`src/rtl/motor_cmd_scheduler.sv`:
```
`default_nettype none
// ============================================================================
// Module   : motor_cmd_scheduler
// Purpose  : UART-byte driven scheduler for four H-bridge motors with enforced
//            coast dead-time between drive states, a watchdog and error count.
// Revision : 1.0 - initial release
// ============================================================================
module motor_cmd_scheduler #(
    parameter int DEAD_CYCLES = 50000,
    parameter int WD_CYCLES   = 25000000
) (
    input  logic       clk,
    input  logic       reset,
    input  logic [7:0] byte_in,
    input  logic       byte_valid,
    output logic [7:0] cmd_out,
    output logic [3:0] dead_busy,
    output logic       wd_trip,
    output logic [7:0] err_cnt
);

    localparam int DW = (DEAD_CYCLES > 1) ? $clog2(DEAD_CYCLES) : 1;
    localparam int WW = (WD_CYCLES > 1) ? $clog2(WD_CYCLES) : 1;
    localparam logic [DW-1:0] c_dead_last = DW'(DEAD_CYCLES - 1);
    localparam logic [WW-1:0] c_wd_last   = WW'(WD_CYCLES - 1);

    typedef enum logic [2:0] {
        S_OFF  = 3'd0,
        S_FWD  = 3'd1,
        S_REV  = 3'd2,
        S_BRK  = 3'd3,
        S_DEAD = 3'd4
    } state_t;

    logic          w_accept;
    logic          w_reject;
    logic          w_wd_expire;
    logic [1:0]    w_req;
    logic [7:0]    w_cmd;
    logic [3:0]    w_busy;
    logic [WW-1:0] r_wd_cnt;
    logic          r_wd_trip;
    logic [7:0]    r_err_cnt;

    assign w_accept    = byte_valid && (byte_in[3:0] == 4'hA);
    assign w_reject    = byte_valid && (byte_in[3:0] != 4'hA);
    assign w_req       = byte_in[5:4];
    // An accepted byte on the expiry cycle keeps the watchdog from tripping.
    assign w_wd_expire = !w_accept && (r_wd_cnt == c_wd_last);

    always_ff @(posedge clk) begin
        if (reset) begin
            r_wd_cnt  <= '0;
            r_wd_trip <= 1'b0;
            r_err_cnt <= 8'd0;
        end else begin
            if (w_accept) begin
                r_wd_cnt  <= '0;
                r_wd_trip <= 1'b0;
            end else if (w_wd_expire) begin
                r_wd_trip <= 1'b1;
            end else begin
                r_wd_cnt  <= r_wd_cnt + 1'b1;
            end
            if (w_reject && (r_err_cnt != 8'hFF)) begin
                r_err_cnt <= r_err_cnt + 8'd1;
            end
        end
    end

    genvar m;
    generate
        for (m = 0; m < 4; m = m + 1) begin : g_motor
            state_t        r_state;
            logic [1:0]    r_pend;
            logic [DW-1:0] r_dcnt;
            logic          w_hit;
            logic          w_dexp;

            assign w_hit  = w_accept && (byte_in[7:6] == 2'(m));
            assign w_dexp = (r_dcnt == c_dead_last);

            always_ff @(posedge clk) begin
                if (reset || w_wd_expire) begin
                    r_state <= S_OFF;
                    r_pend  <= 2'b00;
                    r_dcnt  <= '0;
                end else begin
                    case (r_state)
                        S_OFF: begin
                            if (w_hit) r_state <= state_t'({1'b0, w_req});
                        end
                        S_DEAD: begin
                            if (w_hit && (w_req == 2'b00)) begin
                                r_state <= S_OFF;
                                r_dcnt  <= '0;
                            end else if (w_dexp) begin
                                // A request landing on expiry takes priority over pending.
                                r_state <= state_t'({1'b0, w_hit ? w_req : r_pend});
                                r_dcnt  <= '0;
                            end else begin
                                if (w_hit) r_pend <= w_req;
                                r_dcnt <= r_dcnt + 1'b1;
                            end
                        end
                        default: begin
                            if (w_hit && (w_req != r_state[1:0])) begin
                                if (w_req == 2'b00) begin
                                    r_state <= S_OFF;
                                end else begin
                                    r_state <= S_DEAD;
                                    r_pend  <= w_req;
                                    r_dcnt  <= '0;
                                end
                            end
                        end
                    endcase
                end
            end

            assign w_cmd[2*m +: 2] = (r_state == S_DEAD) ? 2'b00 : r_state[1:0];
            assign w_busy[m]       = (r_state == S_DEAD);
        end
    endgenerate

    assign cmd_out   = w_cmd;
    assign dead_busy = w_busy;
    assign wd_trip   = r_wd_trip;
    assign err_cnt   = r_err_cnt;

endmodule
`default_nettype wire

```
`config.mk`:
```
export PLATFORM = sky130hd
export DESIGN_NAME = motor_cmd_scheduler
export DESIGN_NICKNAME = d
export VERILOG_FILES = /design/src/rtl/motor_cmd_scheduler.sv
export SDC_FILE = /design/constraint.sdc
export NUM_CORES = 1
export LEC_CHECK = 0
export ABC_AREA = 1
export CAP_MARGIN = 20
export CORE_MARGIN = 4
export CORE_UTILIZATION = 40
export DETAILED_ROUTE_END_ITERATION = 6
export PLACE_DENSITY = 0.55
export SLEW_MARGIN = 20
export SYNTH_ARGS = -nofsm -noshare
export SYNTH_HDL_FRONTEND = slang
export SYNTH_SLANG_ARGS = --single-unit
```
`constraint.sdc`:
```
create_clock -name clk -period 3.3 [get_ports clk]
set_input_delay 0.33 -clock clk [delete_from_list [all_inputs] [get_ports clk]]
set_output_delay 0.33 -clock clk [all_outputs]
set_load 0.01 [all_outputs]
```
**Word-level counts from Yosys, hierarchy flattened**

Cells that the tools add are included.

- Register bits after elaboration: 118
- Output and inout bits: 21
- Logic and storage cells: 172
- Bits of input ports: 11

- Add/sub/neg operators: 6
- Bitwise gates (word level): 4
- Equality and inequality tests: 39
- Multiplexer cells: 63
- Reduce and logical (&&, ||, !) cells: 45

Operator list:

| operator | count |
|---|---|
| 16-bit 2-to-1 mux | 13 |
| 16-bit one-hot mux with 2 select lines | 4 |
| 16-bit by 1-bit adder with 16-bit output (second input constant) | 4 |
| 16-bit equality test (second input constant) | 4 |
| 3-bit 2-to-1 mux | 17 |
| 2-bit 2-to-1 mux | 21 |
| 2-bit != test (second input constant) | 16 |
| 25-bit by 1-bit adder with 25-bit output (second input constant) | 1 |
| 25-bit equality test (second input constant) | 1 |
| 3-bit one-hot mux with 2 select lines | 4 |
| 3-bit AND reduction | 8 |
| 5-bit AND reduction | 4 |
| 1-bit logical AND | 16 |
| 2-bit one-hot mux with 2 select lines | 4 |
| 3-bit equality test (second input constant) | 4 |
| 3-bit logical NOT | 4 |
| 3-bit by 1-bit != test with 1-bit output (second input constant) | 4 |
| 3-bit nonzero test | 4 |
| 8-bit by 1-bit adder with 8-bit output (second input constant) | 1 |
| 2-bit != test | 4 |
| 8-bit != test (second input constant) | 1 |
| 2-bit nonzero test | 4 |
| 2-bit equality test (second input constant) | 2 |
| 4-bit equality test (second input constant) | 1 |
| 7 further kinds | 11 |

**Longest topological paths before layout**

Gate-level depths: netlist of the first run.

- Depth in word-level cells: 7
- Gate-level depth with buffers: 13
- Gate-level depth less buffers: 12

**Least setup slack after synthesis of the first run**

Ideal clock, no wire load.

- Path kind: register -> register
- Start: register g_motor[3].r_dcnt[0]
- End: register g_motor[3].r_dcnt[6]
- Period minus slack after synthesis: 1.651 ns
- Slack: 1.649 ns
- Buffers on the path: 0
- Arrival time: 1.534 ns
- Library setup time: 0.117 ns
- Stages on the path, launching flop included: 13
- Required time: 3.183 ns
- Cells stage by stage: dfxtp_1 ha_1 nand2_1 nor2_1 inv_1 nor2_1 nand2_1 nand3_2 nand2_1 nand2_2 inv_2 nand2_1 nor2_1

- Cells in the longest elaborated chain, start to end: 4
- Elaborated cells on any way between the ends: 5
- Classes of those cells: 1 x add/sub; 1 x eq/ne; 3 x mux

RTL lines:

| what | RTL line | RTL |
|---|---|---|
| from (decl) | 76 | `logic [DW-1:0] r_dcnt;` |
| from (signal assigned) | 103 | `r_dcnt <= r_dcnt + 1'b1;` |
| 16-bit by 1-bit adder with 16-bit output or 16-bit equality test (tied branches) | 103, 81 |  |
| 16-bit 2-to-1 mux * | 97 | `end else if (w_dexp) begin` |
| 16-bit 2-to-1 mux * | 94 | `if (w_hit && (w_req == 2'b00)) begin` |
| 16-bit one-hot mux with 2 select lines * | 89 | `case (r_state)` |

Mark *: on every way between the ends. The rest lies on a longest branch, timed or not.
A chain may end at the register's enable or synchronous reset.

**Worst setup path in the final report of the first run**

- Start: register g_motor[0].r_state[0]
- End: output port dead_busy[0]

- Cells in the longest elaborated chain, start to end: 1

RTL lines:

| what | RTL line | RTL |
|---|---|---|
| from (decl) | 74 | `state_t r_state;` |
| from (signal assigned) | 91 | `if (w_hit) r_state <= state_t'({1'b0, w_req});` |
| from (signal assigned) | 99 | `r_state <= state_t'({1'b0, w_hit ? w_req : r_pend});` |
| 3-bit equality test | 122 | `assign w_busy[m] = (r_state == S_DEAD);` |
| to (decl) | 17 | `output logic [3:0] dead_busy,` |

Every way passes these cells.

==> results.yml, run 1 <==
clock_network:
  cts_setup_buffers: 0
  cts.repair.resized: 0
  cts_tree: "yes"
  cts_made_buffers: 17
  path_clk_slew_ns: 0.06
  htreeDepth: 4
  hold_buffers: 0
  clock_sinks: 118
  clockRootBuffer: "clkbuf_16"
  clockBufferDepth: 2
  insertion_delay_ns: 0.42
global_routing:
  grt_overflow_total: 0
  grt_antenna_before_repair: 0
  grt_pass1_vias: 6244
  grt_usage_pct: 17.8
  grt_max_degree: 24
  grt_pass1_wl_um: 29800
pwr:
  powerDensity_nw_per_um2: 504
  p_leak_uw: 0.00328
  p_comb_share_pct: 13.5
  p_int_uw: 3070
  p_seq_share_pct: 36.8
  sw_frac_of_total_pct: 26.3
  clock_power_share_pct: 49.7
  switching_power_uw: 1090
  ir_drop_v: 0.000343
placed_design:
  pre_cts_ws_ns: 0.878
  gp_congestion: 0.851
  dpl.hpwl_um: 12600
  dp.cells: 1358
  portBuffers: 31
yosys:
  synth_most_common_cell: "nand2_1"
  synth_top_area_share_pct: 33.2
  ys_ff_latch: 118
  synth_area_leaders: "dfxtp_1 33%, nand2_1 15%, nor2_1 9.3%"
  synth-seq-area-share_pct: 33.2
  synth_nets: 1139
  synth_area_per_cell_um2: 6.35
  synth-edff-count: 0
  yosys_warnings: 0
  synth_area_um2: 7120
  synth.largest_area_cell: "dfxtp_1"
  synth_cells: 1122
  synthArstFlopShare_pct: 0
  synth_common_cells: "285 x nand2_1, 177 x nor2_1, 139 x inv_1"
  synthFlopType: "dfxtp_1"
  synth_cell_types: 42
timing:
  fin_crit_sh_pct: 75.5
  hold_violations: 0
  holdWs_ns: 0.468
  setup-violations-final: 0
  relSlewSlack_pct: 58.0
  setup_ws_ns: 0.808
  finalClockSkew_ns: 0.0167
  fin_crit_ns: 2.49
  worst_pin_slew_ns: 0.627
  tns_ns: 0
  drv_slew: 0
  rsz0062_at_grt: "no"
  fmax_ghz: 0.401
detailed_routing:
  drc: 0
  wirelength_um: 17200
  vias_per_cell: 4.91
  drt_iter0_drc: 392
  routedWlPerCell_um: 12.4
  via_count: 6822
  first_pass_iters: 5
  ant_nets: 0
setup_path:
  cp.arrival_ns: 2.16
  r2r-start: "r_wd_cnt[0]$_SDFFE_PP0N_"
  critPathKind: "reg -> out"
  startpoint_type: "flip-flop"
  endpoint_kind: "primary output"
  crit_start: "g_motor[0].r_state[0]$_SDFFE_PP0P_"
  crit_fanout: 11
  reg2reg_depth: 12
  cp_data_required_time_ns: 2.97
final_layout:
  seqCellArea_um2: 2360
  multiInputGateArea_um2: 4040
  fillers: 1803
  finalNonFillerCells: 1390
  fin_nets: 1169
  antennaDiodeCount: 0
  drive_gt1_share_pct: 8.33
  area_delta_synth_final_pct: 15.9
min_path:
  hold_path_startpoint: "g_motor[3].r_state[2]$_SDFFE_PP0P_"
  hold_path_depth: 2
  hold_class: "reg -> reg"
job:
  maxCapViolCount: 0
floorplanning:
  rows: 48
  fp.dieW_um: 141
  core_area_um2: 17400
  dieHeight_um: 141
  start_util_pct: 41.0
  dieArea_um2: 20000
  io_pins: 32
outcome:
  status: "complete, no violations"
## placed cells by master (no fill, tap or decap), types with 2 or more instances in the layout
master           count
a21oi_1             72
a31o_2               3
a31oi_1              4
and3_1               2
buf_4                8
bufinv_16            5
clkbuf_16           17
clkbuf_8             2
clkdlybuf4s50_1     31
clkinv_2             3
clkinv_4             3
dfxtp_1            118
ha_1                 6
inv_1              139
inv_2                6
nand2_1            285
nand2_2             13
nand2_4              2
nand3_1             79
nand3_2              7
nand3_4              2
nand3b_1             4
nand4_1             43
nor2_1             177
nor2_2               5
nor2_4               2
nor2_8               3
nor3_1              34
nor3_2              10
nor3b_1              2
o211ai_1             8
o21a_1               2
o21ai_0             36
o21bai_1             2
xnor2_1              7
xor2_1              13
## final cells by class
class | instances | area share (%)
clock inverters | 12 | 2.41
clock buffers | 20 | 5.53
repair buffers | 39 | 4.48
inverters | 146 | 6.70
well taps | 225 | 3.41
flip-flops and latches | 118 | 28.6
multi-input cells | 830 | 48.9
## registers in the layout, summed over array words and instances (netlist names)
| register | cells |
|---|---|
| err_cnt | 8 |
| g_motor.r_state | 12 |
| g_motor.r_dcnt | 64 |
| g_motor.r_pend | 8 |
| r_wd_cnt | 25 |
| wd_trip | 1 |
## cells by family (layout without fill, tap and decap cells)
family                     count (synthesis)  after routing  share of synthesized area [%]
AOI/OAI and AO/OA                        131            131                           9.99
xor gates and xnor gates                  20             20                           2.46
adders and majority gates                  6              6                           1.05
buffers and inverters                    174            217                           10.2
DFF                                      118            118                           33.2
and+or+nand+nor                          673            673                           43.2
## layer usage
metal	wire length, µm	share of wire [%]	GRT usage (%)	vias up
met5	0	0	0	-
met4	154	0.89	4.24	0
met3	794	4.6	5.26	12
met2	7680	45	27.9	111
met1	8610	50	24.3	3013
li1	-	-	-	3686
## power by group through the flow
stage,Combinational (µW),Sequential [µW],Clock (µW)
4_1_cts,567,1530,2110
5_1_grt,654,1540,2170
6_report,561,1530,2070
3_3_place_gp,569,1570,0
3_5_place_dp,564,1560,0
2_1_floorplan,432,1540,0
## critical path, cell delays in order, from the launching register on
cell and delay, ns:
dfxtp_1 0.36, nor2_1 0.20, nand2_1 0.20, inv_1 0.37, clkdlybuf4s50_1 0.62
## worst paths after layout
check                                                     endpoint  slack [ns]
worst max register to register   g_motor[1].r_dcnt[4]$_SDFFE_PP0P_        0.91
worst min register to register  g_motor[3].r_state[2]$_SDFFE_PP0P_        0.47
worst max-delay path                                  dead_busy[0]        0.81
worst min-delay path            g_motor[3].r_state[2]$_SDFFE_PP0P_        0.47
## through the flow
step | power [µW] | utilization (%) | cell area, µm²
finish | 4160 | 47.6 | 8260
floorplan | 1970 | - | 7120
global placement | 2130 | 43.8 | 7600
CTS | 4210 | 47.6 | 8260
global route | 4370 | 47.6 | 8260
detailed placement | 2130 | 43.8 | 7600
(Power assumes the default switching activity.)
==> run 2: changes to the inputs <==
--- a/config.mk
+++ b/config.mk
@@ -10,7 +10,7 @@
 export CORE_MARGIN = 4
 export CORE_UTILIZATION = 40
 export DETAILED_ROUTE_END_ITERATION = 6
-export PLACE_DENSITY = 0.55
+export PLACE_DENSITY = 0.57
 export SLEW_MARGIN = 20
 export SYNTH_ARGS = -nofsm -noshare
 export SYNTH_HDL_FRONTEND = slang
==> constraint.sdc (replaced) <==
create_clock -name clk -period 2.1 [get_ports clk]
set_input_delay 0.21 -clock clk [delete_from_list [all_inputs] [get_ports clk]]
set_output_delay 0.21 -clock clk [all_outputs]
set_load 0.01 [all_outputs]
==> results.yml, run 2 (same netlist as run 1, synthesis figures left out) <==
final_layout:
  area_delta_synth_final_pct: 20.8
  biggestRegsByFlops: "g_motor.r_dcnt (64), r_wd_cnt (25), g_motor.r_state (12)"
  post-route-util_pct: 49.6
  fin_nets: 1208
  drive_gt1_share_pct: 12.0
  final_common_cell: "nand2_1"
  top_register: "g_motor.r_dcnt"
  antennaDiodeCount: 0
  fillers: 1779
  largest_reg_flops: 64
  layout_common_cells: "285 x nand2_1, 172 x nor2_1, 137 x inv_1"
setup_path:
  crit_fanout: 15
  cp_data_required_time_ns: 1.89
  critPathKind: "reg -> out"
  startpoint_type: "flip-flop"
  cp.arrival_ns: 1.79
  endpoint_kind: "primary output"
clock_network:
  clock_sinks: 118
  cts_tree: "yes"
  cts.repair.resized: 0
  insertion_delay_ns: 0.42
  htreeDepth: 4
  cts_setup_buffers: 0
  path_clk_slew_ns: 0.06
  clockRootBuffer: "clkbuf_16"
  hold_buffers: 0
  cts_made_buffers: 17
  clockBufferDepth: 2
global_routing:
  grt_max_degree: 23
  grt_antenna_before_repair: 1
  grt_pass1_wl_um: 29900
  grt_usage_pct: 17.8
  grt_pass1_vias: 6418
  grt_overflow_total: 0
detailed_routing:
  drc: 0
  drt_iter0_drc: 325
  via_count: 6995
  routedWlPerCell_um: 12.0
  vias_per_cell: 4.90
  wirelength_um: 17200
  first_pass_iters: 5
  ant_nets: 0
timing:
  drv_slew: 0
  fmax_ghz: 0.499
  hold_violations: 0
  setup-violations-final: 0
  fin_crit_ns: 2.00
  rsz0062_at_grt: "no"
  worst_pin_slew_ns: 0.461
  finalClockSkew_ns: 0.0170
  tns_ns: 0
  relSlewSlack_pct: 69.2
  fin_crit_sh_pct: 95.4
pwr:
  powerDensity_nw_per_um2: 753
  finalPower_uw: 6480
  ir_drop_v: 0.000572
  p_leak_uw: 0.00345
floorplanning:
  dieHeight_um: 141
  core_area_um2: 17400
  io_pins: 32
  fp.dieW_um: 141
  rows: 48
  dieArea_um2: 20000
  start_util_pct: 41.0
outcome:
  status: "complete, no violations"
placed_design:
  dpl.hpwl_um: 13000
  gp_congestion: 0.835
  portBuffers: 31
min_path:
  hold_class: "reg -> reg"
job:
  maxCapViolCount: 0
[run 2: cell count changes in the layout (fill, tap and decap cells not counted), sizes merged]
cell / change
buf: +39
clkinv: -3
bufinv: -1
inv: -2
clkinvlp: +6
[run 2: cell type report]
cell class	instances	area, µm²	share of cell area [%]
Clock buffer	20	467	5.42
Tap cell	225	282	3.27
Sequential cell	118	2360	27.5
Multi-Input combinational cell	830	4050	47.1
Timing Repair Buffer	78	713	8.29
Clock inverter	12	175	2.04
Inverter	146	557	6.47
[run 2: per-layer routing]
metal / vias to the layer above / part of all wire (%) / global-route usage (%) / wire (µm)
li1: 3761 / - / - / -
met1: 3135 / 51 / 24.0 / 8730
met2: 86 / 45 / 28.7 / 7690
met3: 11 / 3.6 / 4.04 / 617
met4: 2 / 0.83 / 4.65 / 143
met5: - / 0.047 / 0 / 8
[run 2: worst paths after layout]
| check | startpoint | to | slack (ns) | depth (start not counted) |
|---|---|---|---|---|
| setup / recovery | g_motor[3].r_state[0]$_SDFFE_PP0P_ | dead_busy[3] | 0.1 | 5 |
| hold / removal | g_motor[3].r_state[2]$_SDFFE_PP0P_ | g_motor[3].r_state[2]$_SDFFE_PP0P_ | 0.46 | 2 |
| setup reg to reg | r_wd_cnt[0]$_SDFFE_PP0N_ | g_motor[3].r_dcnt[6]$_SDFFE_PP0P_ | 0.22 | 13 |
| hold reg to reg | g_motor[3].r_state[2]$_SDFFE_PP0P_ | g_motor[3].r_state[2]$_SDFFE_PP0P_ | 0.46 | 2 |
[run 2: critical path, cell delays in order (launching register included)]
cell and delay (ns):
dfxtp_1 0.34, inv_1 0.10, nand2_1 0.07, nor2_1 0.08
buf_4 0.21, clkdlybuf4s50_1 0.56
[run 2: where the power goes]
part	switching, µW	total, µW	internal, µW
logic	556	924	368
clock network	1070	3140	2070
registers	93.8	2410	2320
total	1720	6480	4760
[run 2: through the flow]
stage,hold WS (ns),worst slack (ns),area [µm²],instances
after global routing,0.494,0.00292,8600,1429
final,0.462,0.0969,8600,1429
after CTS,0.466,0.00949,8590,1429
after global placement,0.452,0.0931,7950,1397
after detailed placement,0.457,0.0380,7950,1397
after floorplan,0.441,0.449,7120,1122
